[src/rtl/kernel_run_ctrl_pkg.sv]
// kernel_run_ctrl_pkg: shared state encoding and width helper
// for the ap_ctrl_hs run sequencer and its watchdog.
package kernel_run_ctrl_pkg;

  typedef enum logic [2:0] {
    S_IDLE      = 3'd0,
    S_WAIT_FILL = 3'd1,
    S_START     = 3'd2,
    S_RUN       = 3'd3,
    S_CHECK     = 3'd4,
    S_HALT      = 3'd5
  } state_e;

  // Ceil-log2 width, never below one bit.
  function automatic int clog2w(input int v);
    return (v <= 2) ? 1 : $clog2(v);
  endfunction

endpackage

[src/rtl/kernel_run_ctrl_run_watchdog.sv]
// run_watchdog: cycle counter cleared on START entry, counting
// while enabled; expired is high on its final count.
module run_watchdog
  import kernel_run_ctrl_pkg::*;
#(
  parameter int TIMEOUT_CYCLES = 65536
) (
  input  logic ap_clk,
  input  logic ap_rst,
  input  logic clr,
  input  logic en,
  output logic expired
);

  localparam int W = clog2w(TIMEOUT_CYCLES);
  localparam logic [W-1:0] LAST = W'(TIMEOUT_CYCLES - 1);

  logic [W-1:0] cnt;

  always_ff @(posedge ap_clk) begin
    if (ap_rst || clr)
      cnt <= '0;
    else if (en && cnt != LAST)
      cnt <= cnt + 1'b1;
  end

  assign expired = en && (cnt == LAST);

endmodule

[src/rtl/kernel_run_ctrl.sv]
// kernel_run_ctrl: gates ap_start on RAM refill, counts runs,
// rotates datasets, checks output count/signature, watchdogs done.
// Ports: ap_clk/ap_rst, run_en, refill_busy, k_ap_* handshake,
// y_out_* stream in; dataset_idx, run_cnt, sig_*, err_*, busy,
// all_done out.
module kernel_run_ctrl
  import kernel_run_ctrl_pkg::*;
#(
  parameter int DATASET_NUM    = 8,
  parameter int RAM_UPDATE_INV = 1,
  parameter int OUT_PER_RUN    = 64,
  parameter int NUM_RUNS       = 0,
  parameter int TIMEOUT_CYCLES = 65536,
  localparam int DW = clog2w(DATASET_NUM)
) (
  input  logic          ap_clk,
  input  logic          ap_rst,
  input  logic          run_en,
  input  logic          refill_busy,
  output logic          k_ap_start,
  input  logic          k_ap_ready,
  input  logic          k_ap_done,
  input  logic          y_out_write,
  input  logic [31:0]   y_out_din,
  output logic [DW-1:0] dataset_idx,
  output logic [31:0]   run_cnt,
  output logic [31:0]   sig_out,
  output logic          sig_valid,
  output logic          err_count,
  output logic          err_timeout,
  output logic          busy,
  output logic          all_done
);

  localparam int CW = clog2w(OUT_PER_RUN + 2);
  localparam int IW = clog2w(RAM_UPDATE_INV);
  localparam logic [CW-1:0] CNT_MAX = '1;
  localparam logic [CW-1:0] CNT_EXP = CW'(OUT_PER_RUN);
  localparam logic [IW-1:0] INV_LAST = IW'(RAM_UPDATE_INV - 1);
  localparam logic [DW-1:0] DS_LAST = DW'(DATASET_NUM - 1);

  state_e state, state_nxt;

  logic [CW-1:0] out_cnt;
  logic [IW-1:0] inv_cnt;
  logic [31:0]   acc;
  logic [31:0]   sig_last;
  logic [31:0]   run_cnt_nxt;
  logic          acc_en;
  logic          last_run;
  logic          wd_clr;
  logic          wd_exp;

  assign acc_en      = (state == S_START) || (state == S_RUN);
  assign run_cnt_nxt = run_cnt + 32'd1;
  assign last_run    = (NUM_RUNS != 0) &&
                       (run_cnt_nxt == 32'(NUM_RUNS));
  assign wd_clr      = (state_nxt == S_START) &&
                       (state != S_START);

  run_watchdog #(
    .TIMEOUT_CYCLES(TIMEOUT_CYCLES)
  ) u_wd (
    .ap_clk (ap_clk),
    .ap_rst (ap_rst),
    .clr    (wd_clr),
    .en     (acc_en),
    .expired(wd_exp)
  );

  always_ff @(posedge ap_clk) begin
    if (ap_rst)
      state <= S_IDLE;
    else
      state <= state_nxt;
  end

  // done is tested ahead of the watchdog so it wins a tie.
  always_comb begin
    state_nxt = state;
    unique case (state)
      S_IDLE:
        if (run_en)
          state_nxt = refill_busy ? S_WAIT_FILL : S_START;
      S_WAIT_FILL:
        if (!refill_busy)
          state_nxt = S_START;
      S_START:
        if (k_ap_done)
          state_nxt = S_CHECK;
        else if (wd_exp)
          state_nxt = S_HALT;
        else if (k_ap_ready)
          state_nxt = S_RUN;
      S_RUN:
        if (k_ap_done)
          state_nxt = S_CHECK;
        else if (wd_exp)
          state_nxt = S_HALT;
      S_CHECK:
        if (last_run)
          state_nxt = S_HALT;
        else if (run_en)
          state_nxt = refill_busy ? S_WAIT_FILL : S_START;
        else
          state_nxt = S_IDLE;
      S_HALT:
        state_nxt = S_HALT;
      default:
        state_nxt = S_IDLE;
    endcase
  end

  always_comb begin
    k_ap_start = (state == S_START);
    sig_valid  = (state == S_CHECK);
    sig_out    = sig_valid ? acc : sig_last;
    busy       = (state != S_IDLE) && (state != S_HALT);
    all_done   = (state == S_HALT);
  end

  always_ff @(posedge ap_clk) begin
    if (ap_rst) begin
      acc         <= '0;
      out_cnt     <= '0;
      sig_last    <= '0;
      run_cnt     <= '0;
      inv_cnt     <= '0;
      dataset_idx <= '0;
      err_count   <= 1'b0;
      err_timeout <= 1'b0;
    end else begin
      if (y_out_write) begin
        if (acc_en) begin
          acc <= acc ^ y_out_din;
          if (out_cnt != CNT_MAX)
            out_cnt <= out_cnt + 1'b1;
        end else begin
          err_count <= 1'b1;
        end
      end
      if (wd_exp && !k_ap_done)
        err_timeout <= 1'b1;
      if (state == S_CHECK) begin
        acc      <= '0;
        out_cnt  <= '0;
        sig_last <= acc;
        run_cnt  <= run_cnt_nxt;
        if (out_cnt != CNT_EXP)
          err_count <= 1'b1;
        // inv_cnt tracks run_cnt mod RAM_UPDATE_INV.
        if (inv_cnt == INV_LAST) begin
          inv_cnt <= '0;
          if (dataset_idx == DS_LAST)
            dataset_idx <= '0;
          else
            dataset_idx <= dataset_idx + 1'b1;
        end else begin
          inv_cnt <= inv_cnt + 1'b1;
        end
      end
    end
  end

endmodule
[config.mk]
export PLATFORM = sky130hd
export DESIGN_NAME = kernel_run_ctrl
export DESIGN_NICKNAME = d
export VERILOG_FILES = /design/src/rtl/kernel_run_ctrl_pkg.sv /design/src/rtl/kernel_run_ctrl_run_watchdog.sv /design/src/rtl/kernel_run_ctrl.sv
export SDC_FILE = /design/constraint.sdc
export NUM_CORES = 1
export LEC_CHECK = 0
export ABC_AREA = 1
export BUFFER_PORTS_ARGS = -buffer_cell sky130_fd_sc_hd__buf_2
export CORE_UTILIZATION = 35
export CTS_CLUSTER_SIZE = 16
export DETAILED_ROUTE_END_ITERATION = 10
export PLACE_DENSITY = 0.51
export RECOVER_POWER = 25
export SYNTH_ARGS = -nofsm -noshare
export SYNTH_HDL_FRONTEND = slang
export SYNTH_SLANG_ARGS = --single-unit
export TNS_END_PERCENT = 20
[constraint.sdc]
create_clock -name ap_clk -period 1.9 [get_ports ap_clk]
set_input_delay 0.095 -clock ap_clk [delete_from_list [all_inputs] [get_ports ap_clk]]
set_output_delay 0.095 -clock ap_clk [all_outputs]
set_load 0.05 [all_outputs]
==> run summary, run 1 <==
• sequential share of the synthesized area: 0.4107
• final worst path period share: 0.9681
• leading cell type in the layout, fill and taps excluded: sky130_fd_sc_hd__nand2_1
• post-detailed-route via-to-cell ratio: 4.577
• final hold vios: 0
• global-route wire length before repair: 26320 microns
• worst slack at placement: 0.1607 ns
• clock latency on the worst-skew pair: 0.42 ns
• area fraction in and, or, nand and nor cells after synthesis: 0.3280
• Leak: 3.656 nW
• boundary pin count: 112
• number of synthesized flops with an enable pin: 0
• area of the core: 17300 sq um
• chip height: 135.0 microns
• Worst Hold Slack: 0.01648 ns
• final weighted congestion in routability-driven placement: 0.8237
• required time worst endpoint: 1.80 ns
• starting utilization of the core area: 0.3579
• Startpoint Class: flop
• via count of the first global-routing pass: 5485
• CTS root buffer: sky130_fd_sc_hd__clkbuf_16
• placed wire-length estimate: 11440 microns
• time the worst path needs with I/O delays and setup: 1.839 ns
• switching share of power: 0.2665
• total detailed-routing wirelength: 16140 microns
• clock slew at reported path FFs: 0.06 ns
• async set or reset register ratio after synthesis: 0
• prevailing post-synth register cell: sky130_fd_sc_hd__dfxtp_1
• CTS H-tree lvls: 4
• drt wl/cell: 12.33 microns
• Clock Skew: 0.009185 ns
• headroom to the max-slew limit: 0.5945
• total of warnings raised by yosys: 0
• register bit count reported by yosys: 127
• number of library cell types mapped by synthesis: 39
• Tightest Hold Check Type: in2reg
• most used cells in the layout excluding fill and tap cells: sky130_fd_sc_hd__nand2_1, sky130_fd_sc_hd__nor2_1, sky130_fd_sc_hd__dfxtp_1
• count of nets left with antenna violations after detail routing: 0
• cell-by-cell trace of the critical path: nor2_4, nand2_2, inv_2, buf_4, or2_2, o21ai_2, inv_1, buf_6
• post-detailed-route DRC marker count: 0
• Final TNS setup: 0 ns
• share of final-layout standard cells stronger than drive strength 1: 0.2279
• gate count of the mapped netlist: 920
• via total after detailed routing: 5991
• adder-cell share of the synthesized area: 0.01213
• total power density per cell area: 813.8 nW/um^2
• slew at the pin with the worst max-slew slack: 0.6109 ns
• setup repair after global routing missed its margin: yes
• main combinational cell family by area after synthesis: simple AND/OR/NAND/NOR gates
• Antenna diodes: 0
• internal power: 4.919 mW
• run status: finished, final reports clean
• leading cell types by total area after synthesis: sky130_fd_sc_hd__dfxtp_1, sky130_fd_sc_hd__nand2_1, sky130_fd_sc_hd__nor2_1, sky130_fd_sc_hd__inv_1, sky130_fd_sc_hd__a21oi_1
• global routing usage summed across all routing layers: 0.1838
• Synth Area in XOR/XNOR: 0.02546
• layout overhead on the synthesized area: 33.12%
• number of endpoints failing setup at the final stage: 0
• post-synthesis compound-gate area fraction: 0.1291
• DR pass1 iterations: 4
• type of element capturing the critical path: output pin
• logic gate share of total power: 0.102
• mean instance size in the synthesized netlist: 6.729 sq um
• area fraction of the dominant cell type after synthesis: 0.4107
• total CTS buffers: 17
• total number of clock tree sinks: 127
• die footprint: 18220 sq um
• largest net degree at the start of global routing: 37
• WP data arrival: 1.74 ns
• CTS tree: yes
• Reg power frac: 0.410
• final worst setup slack: 0.06052 ns
• Worst Setup Path Type: reg2out
• post-synth net total: 965
• antenna violations before repair: 0
• utilization of the core after routing: 0.4765
• number of buffer cells added on primary ports: 111
• Max Fanout on Critical Path: 9
• net switching power figure: 1.787 mW
• maximum vdd drop: 0.6433 mV
• iteration-0 DRC count of the detailed router: 262
• count of pins over their slew limit: 0
• Nets: 1116
• cell row count: 48
• Bufs on Longest Clock Path: 2
• post-synth design cell area: 6191 sq um
• Critical-path top delay cell: sky130_fd_sc_hd__dfxtp_4
• multiplexer fraction of the synthesized cell area: 0
• Clk pwr share: 0.488
• total gr overflow: 0
• biggest area consumer among synthesized cells: sky130_fd_sc_hd__dfxtp_1
• DIE WIDTH: 135.0 microns
• total of max-cap violations: 0
• maximum clock frequency: 543.6 MHz
• maximum cell stage delay along the critical path: 0.37 ns
==> repair_timing <==
action / in CTS / in global routing
setup buffers: 1 / 1
endpoints found under the hold margin: 26 / 0
setup endpoints to repair: 33 / 40
hold buffers: 26 / 0
resized for setup: 75 / 61
==> path summary, 6_finish.rpt <==
check	from	endpoint	slack, ns	cells past startpoint
max	state[1]	sig_out[21]	0.06	8
min	y_out_din[2]	acc[2]	0.02	4
max reg2reg	u_wd.cnt[0]	u_wd.cnt[1]	0.21	8
min reg2reg	acc[13]	acc[13]	0.46	1
==> state kept, by name, summed over array words and instances, names as in the netlist <==
name and flops:
acc 32, dataset_idx 3, err_count 1, err_timeout 1, out_cnt 7, run_cnt 32, sig_last 32, state 3
u_wd.cnt 16
==> stage by stage <==
| step | std cells | cell area, sq um | power [mW] |
|---|---|---|---|
| after floorplan | 920 | 6196 | 3.203 |
| after detailed placement | 1249 | 7058 | 3.375 |
| after global routing | 1309 | 8242 | 6.983 |
| final | 1309 | 8242 | 6.707 |
| after global placement | 1249 | 7058 | 3.372 |
| after CTS | 1308 | 8084 | 6.755 |
==> cell families (layout without fill, tap and decap cells) <==
group / Yosys count / after routing
buf+inv: 146 / 310
flops: 127 / 127
simple gates: 472 / 472
xor+xnor: 18 / 18
compound gates: 151 / 151
fa+ha+maj: 6 / 6
==> layout make-up <==
type	instances	area, sq um
Sequential cell	127	2550
Timing Repair Buffer	159	1187
Tap cell	225	281.5
Clock inverter	15	163.9
Inverter	119	447.9
Multi-Input combinational cell	647	3186
Fill cell	1771	9055
Clock buffer	17	425.4
==> per-layer routing <==
layer  global-route usage  vias to the layer above  part of all wire
li1                     -                     3194                 -
met4              0.05680                        0             0.011
met1               0.2352                     2687              0.49
met3              0.05518                       13             0.044
met5                    0                        -                 0
met2               0.2958                       97              0.46
==> Yosys cell counts, drive strengths merged (3+ instances only) <==
master	instances
buf	14
nand3	42
or2	33
nor3	4
o21a	3
dfxtp	127
o21ai	63
xnor2	8
inv	118
clkbuf	13
nand4	9
nor2	154
a21oi	79
nand2	228
xor2	10
ha	6
==> power groups by stage <==
stage                     sequential, mW  combinational, mW  clock (mW)
after global placement              2.81              0.567           0
after CTS                           2.75              0.657        3.35
after detailed placement            2.81              0.568           0
final                               2.75              0.684        3.27
after floorplan                     2.82              0.387           0
after global routing                2.76              0.744        3.48
==> worst max-delay path: cells and delay by family, from the launching register on <==
kind	cells	cell delay (ns)
compound gates	1	0.07
buf+inv	4	0.45
flops	1	0.37
simple gates	3	0.43
No activity file was read; power rests on OpenSTA's default activity.
==> inputs of run 2 (changes only) <==
--- a/config.mk
+++ b/config.mk
@@ -10,7 +10,6 @@
 export CORE_UTILIZATION = 35
 export CTS_CLUSTER_SIZE = 16
 export DETAILED_ROUTE_END_ITERATION = 10
-export PLACE_DENSITY = 0.51
 export RECOVER_POWER = 25
 export SYNTH_ARGS = -nofsm -noshare
 export SYNTH_HDL_FRONTEND = slang
==> run summary, run 2 (same netlist as run 1, synthesis figures left out) <==
• run status: finished, final reports clean
• placed wire-length estimate: 11140 microns
• setup repair after global routing missed its margin: yes
• utilization of the core after routing: 0.4756
• Worst Hold Slack: 0.01898 ns
• share of final-layout standard cells stronger than drive strength 1: 0.2271
• count of pins over their slew limit: 0
• Startpoint Class: flop
• total gr overflow: 0
• Bufs on Longest Clock Path: 2
• total CTS buffers: 17
• post-detailed-route via-to-cell ratio: 4.548
• post-detailed-placement cell area: 7091 sq um
• global routing usage summed across all routing layers: 0.1852
• number of filler instances in the final layout: 1769
• maximum vdd drop: 0.6082 mV
• finished layout cell area: 8225 sq um
• iteration-0 DRC count of the detailed router: 259
• Max Fanout on Critical Path: 17
• Antenna diodes: 0
• Worst Setup Path Type: reg2out
• maximum clock frequency: 544.0 MHz
• total power density per cell area: 780.7 nW/um^2
• cell-by-cell trace of the critical path: nor2_4, nand2_4, inv_6, clkbuf_16, or2_2, o21ai_2, inv_1, buf_4
• layout overhead on the synthesized area: 32.86%
• Tightest Hold Check Type: in2reg
• cell row count: 48
• worst slack at placement: 0.1822 ns
• headroom to the max-slew limit: 0.5871
• final worst setup slack: 0.06189 ns
• kind of cell adding the most delay to the critical path: buffers and inverters
• total of max-cap violations: 0
• type of element capturing the critical path: output pin
• time the worst path needs with I/O delays and setup: 1.838 ns
• Critical-path top delay cell: sky130_fd_sc_hd__dfxtp_4
• total number of clock tree sinks: 127
• via count of the first global-routing pass: 5592
• global-route wire length before repair: 26700 microns
• boundary pin count: 112
• slew at the pin with the worst max-slew slack: 0.6220 ns
• WP data arrival: 1.74 ns
• CTS H-tree lvls: 4
• CTS tree: yes
• Buf+Inv Stages, Crit Path: 4
• cell count after placement: 1250
• drt wl/cell: 12.52 microns
• total detailed-routing wirelength: 16380 microns
• via total after detailed routing: 5949
• CTS root buffer: sky130_fd_sc_hd__clkbuf_16
• DIE WIDTH: 135.0 microns
• leading cell type in the layout, fill and taps excluded: sky130_fd_sc_hd__nand2_1
• Regs by FF count: acc x32, run_cnt x32, sig_last x32
• die footprint: 18220 sq um
• final weighted congestion in routability-driven placement: 0.8377
• number of buffer cells added on primary ports: 111
• Clock Skew: 0.008944 ns
• clock slew at reported path FFs: 0.06 ns
• largest net degree at the start of global routing: 47
• chip height: 135.0 microns
• starting utilization of the core area: 0.3579
• number of endpoints failing setup at the final stage: 0
• final worst path period share: 0.9674
• maximum cell stage delay along the critical path: 0.37 ns
• count of nets left with antenna violations after detail routing: 0
• Nets: 1116
• Final TNS setup: 0 ns
• most used cells in the layout excluding fill and tap cells: sky130_fd_sc_hd__nand2_1, sky130_fd_sc_hd__nor2_1, sky130_fd_sc_hd__dfxtp_1
• Leak: 3.643 nW
• final hold vios: 0
• post-detailed-route DRC marker count: 0
• Layout Cells excl Fill: 1308
• Pwr Total: 6.421 mW
• required time worst endpoint: 1.80 ns
• antenna violations before repair: 0
• clock latency on the worst-skew pair: 0.41 ns
• area of the core: 17300 sq um
• DR pass1 iterations: 6
[run 2: cell types whose count changed in the layout (fill, tap and decap cells not counted), moves of 3 or more]
cell / previous run / this run
sky130_fd_sc_hd__buf_4: 21 / 24
sky130_fd_sc_hd__buf_6: 33 / 30
sky130_fd_sc_hd__dlygate4sd3_1: 26 / 23
sky130_fd_sc_hd__or2_2: 32 / 29
sky130_fd_sc_hd__or2_4: 0 / 3
[run 2: cell type report]
cell class                 count  area (sq um)  area share
multi-input combinational    647          3193      0.3882
inverter                     119         452.9     0.05507
tap                          225         281.5     0.03423
sequential                   127          2547      0.3097
clock buffer                  19         452.9     0.05507
clock inverter                12         88.84     0.01080
timing repair buffer         159          1209      0.1469
[run 2: report_power, final]
group	internal [mW]	switching (mW)	leakage (nW)	total, mW
registers	2.72	0.0344	1.03	2.75
clock network	1.73	1.25	0.258	2.98
logic	0.256	0.431	2.36	0.687
[run 2: worst paths after layout]
check                from            to  slack (ns)  depth (start not counted)
max              state[1]    sig_out[6]        0.06                          8
max reg2reg   u_wd.cnt[0]  u_wd.cnt[10]        0.19                          8
min          y_out_din[1]        acc[1]        0.02                          4
min reg2reg        acc[1]        acc[1]        0.47                          1
[run 2: worst min-delay path: cells and delay by family]
| kind | cells | cell delay [ns] |
|---|---|---|
| and+or+nand+nor | 1 | 0.04 |
| AOI/OAI and AO/OA | 1 | 0.12 |
| buffers and inverters | 2 | 0.13 |
[run 2: layer usage]
metal / share of wire / GRT usage / vias up
met1: 0.47 / 0.2337 / 2642
met4: 0.0083 / 0.05618 / 0
li1: - / - / 3189
met3: 0.044 / 0.04617 / 8
met5: 0 / 0 / -
met2: 0.47 / 0.3099 / 110
[run 2: what timing repair did]
| item | 4_1_cts | 5_1_grt |
|---|---|---|
| pin swaps | 1 | 0 |
| endpoints found under the setup margin | 33 | 33 |
| cloned | 0 | 1 |
| hold buffers | 23 | 0 |
| setup buffers | 0 | 3 |
| hold endpoints to repair | 24 | 0 |
| resized for setup | 79 | 57 |
==> inputs of run 3 (changes only) <==
==> constraint.sdc (replaced) <==
create_clock -name ap_clk -period 1.7 [get_ports ap_clk]
set_input_delay 0.085 -clock ap_clk [delete_from_list [all_inputs] [get_ports ap_clk]]
set_output_delay 0.085 -clock ap_clk [all_outputs]
set_load 0.05 [all_outputs]
==> run summary, run 3 (same netlist as run 1, synthesis figures left out) <==
• total gr overflow: 0
• starting utilization of the core area: 0.3579
• clock latency on the worst-skew pair: 0.42 ns
• Bufs on Longest Clock Path: 2
• utilization of the core after routing: 0.5156
• area of the core: 17300 sq um
• WP data arrival: 1.69 ns
• post-detailed-route via-to-cell ratio: 4.658
• Layout Cells excl Fill: 1347
• total power density per cell area: 831.5 nW/um^2
• leading cell type in the layout, fill and taps excluded: sky130_fd_sc_hd__nand2_1
• violated checks: negative setup slack
• CTS root buffer: sky130_fd_sc_hd__clkbuf_16
• Nets: 1156
• Leak: 3.840 nW
• Worst Setup Path Type: reg2out
• type of element capturing the critical path: output pin
• placed wire-length estimate: 11220 microns
• Worst Hold Slack: 0.006355 ns
• headroom to the max-slew limit: 0.5797
• Tightest Hold Check Type: in2reg
• iteration-0 DRC count of the detailed router: 255
• drt wl/cell: 12.70 microns
• clock slew at reported path FFs: 0.05 ns
• count of pins over their slew limit: 0
• setup repair after global routing missed its margin: yes
• total of max-cap violations: 0
• global routing usage summed across all routing layers: 0.1917
• chip height: 135.0 microns
• worst slack at placement: 0.1718 ns
• slew at the pin with the worst max-slew slack: 0.6332 ns
• met2 Resource Use GR: 0.3402
• final worst setup slack: -0.07659 ns
• met1 track demand over resource in global routing: 0.2296
• cell row count: 48
• CTS tree: yes
• time the worst path needs with I/O delays and setup: 1.777 ns
• global-route wire length before repair: 27580 microns
• total detailed-routing wirelength: 17100 microns
• finished layout cell area: 8917 sq um
• Startpoint Class: flop
• Pwr Total: 7.415 mW
• DR pass1 iterations: 5
• Regs by FF count: acc x32, run_cnt x32, sig_last x32
• total number of clock tree sinks: 127
• maximum vdd drop: 0.7111 mV
• required time worst endpoint: 1.62 ns
• count of nets left with antenna violations after detail routing: 0
• largest net degree at the start of global routing: 34
• busiest metal layer after global routing: met2
• met3 capacity usage during global routing: 0.04429
• total CTS buffers: 17
• CTS H-tree lvls: 4
• number of buffer cells added on primary ports: 111
• antenna violations before repair: 0
• maximum clock frequency: 562.9 MHz
• Final TNS setup: -1.747 ns
• share of final-layout standard cells stronger than drive strength 1: 0.2594
• run status: finished, violations left
• Antenna diodes: 0
• final worst path period share: 1.045
• via total after detailed routing: 6274
• post-detailed-placement cell area: 7159 sq um
• cell count after placement: 1260
• final weighted congestion in routability-driven placement: 0.8205
• final hold vios: 0
• boundary pin count: 112
• post-detailed-route DRC marker count: 0
• Max Fanout on Critical Path: 7
• layout overhead on the synthesized area: 44.04%
• via count of the first global-routing pass: 5906
• Clock Skew: 0.007447 ns
• DIE WIDTH: 135.0 microns
• number of endpoints failing setup at the final stage: 33
• die footprint: 18220 sq um
• most used cells in the layout excluding fill and tap cells: sky130_fd_sc_hd__nand2_1, sky130_fd_sc_hd__nor2_1, sky130_fd_sc_hd__dfxtp_1
run 3: layout make-up:
| type | count | area, sq um |
|---|---|---|
| clock buffer | 22 | 444.2 |
| timing repair buffer | 199 | 1684 |
| multi-input combinational | 647 | 3415 |
| fill | 1708 | 8379 |
| inverter | 119 | 455.4 |
| sequential | 127 | 2545 |
| tap | 225 | 281.5 |
| clock inverter | 8 | 92.59 |
run 3: worst paths after layout:
check	startpoint	endpoint	slack, ns	depth (start not counted)
max	state[0]	sig_out[18]	-0.08	7
min	y_out_din[27]	acc[27]	0.006	4
max reg2reg	state[0]	run_cnt[23]	0.06	12
min reg2reg	acc[24]	acc[24]	0.47	1
run 3: what timing repair did:
item	CTS	global route
pin swaps	0	4
hold endpoints to repair	26	0
hold buffers	26	0
gates cloned	4	2
gates resized for setup	189	38
setup buffers	22	3
setup endpoints to repair	34	50
run 3: where the power goes:
group	internal (mW)	switching, mW	leakage (nW)
sequential	3.04	0.0421	1.03
clock	2.12	1.29	0.263
combinational	0.394	0.527	2.55
total	5.56	1.86	3.84
run 3: metal layers:
metal	part of all wire	wire (microns)
met5	0	0
met4	0.011	195
met3	0.043	737
met2	0.49	8378
met1	0.46	7792
run 3: critical path, stage by stage (launching register included):
cell	delay (ns)
sky130_fd_sc_hd__dfxtp_2	0.33
sky130_fd_sc_hd__nor2_4	0.13
sky130_fd_sc_hd__nand2_4	0.10
sky130_fd_sc_hd__buf_12	0.16
sky130_fd_sc_hd__clkbuf_16	0.17
sky130_fd_sc_hd__o21ai_2	0.13
sky130_fd_sc_hd__inv_1	0.08
sky130_fd_sc_hd__buf_6	0.15
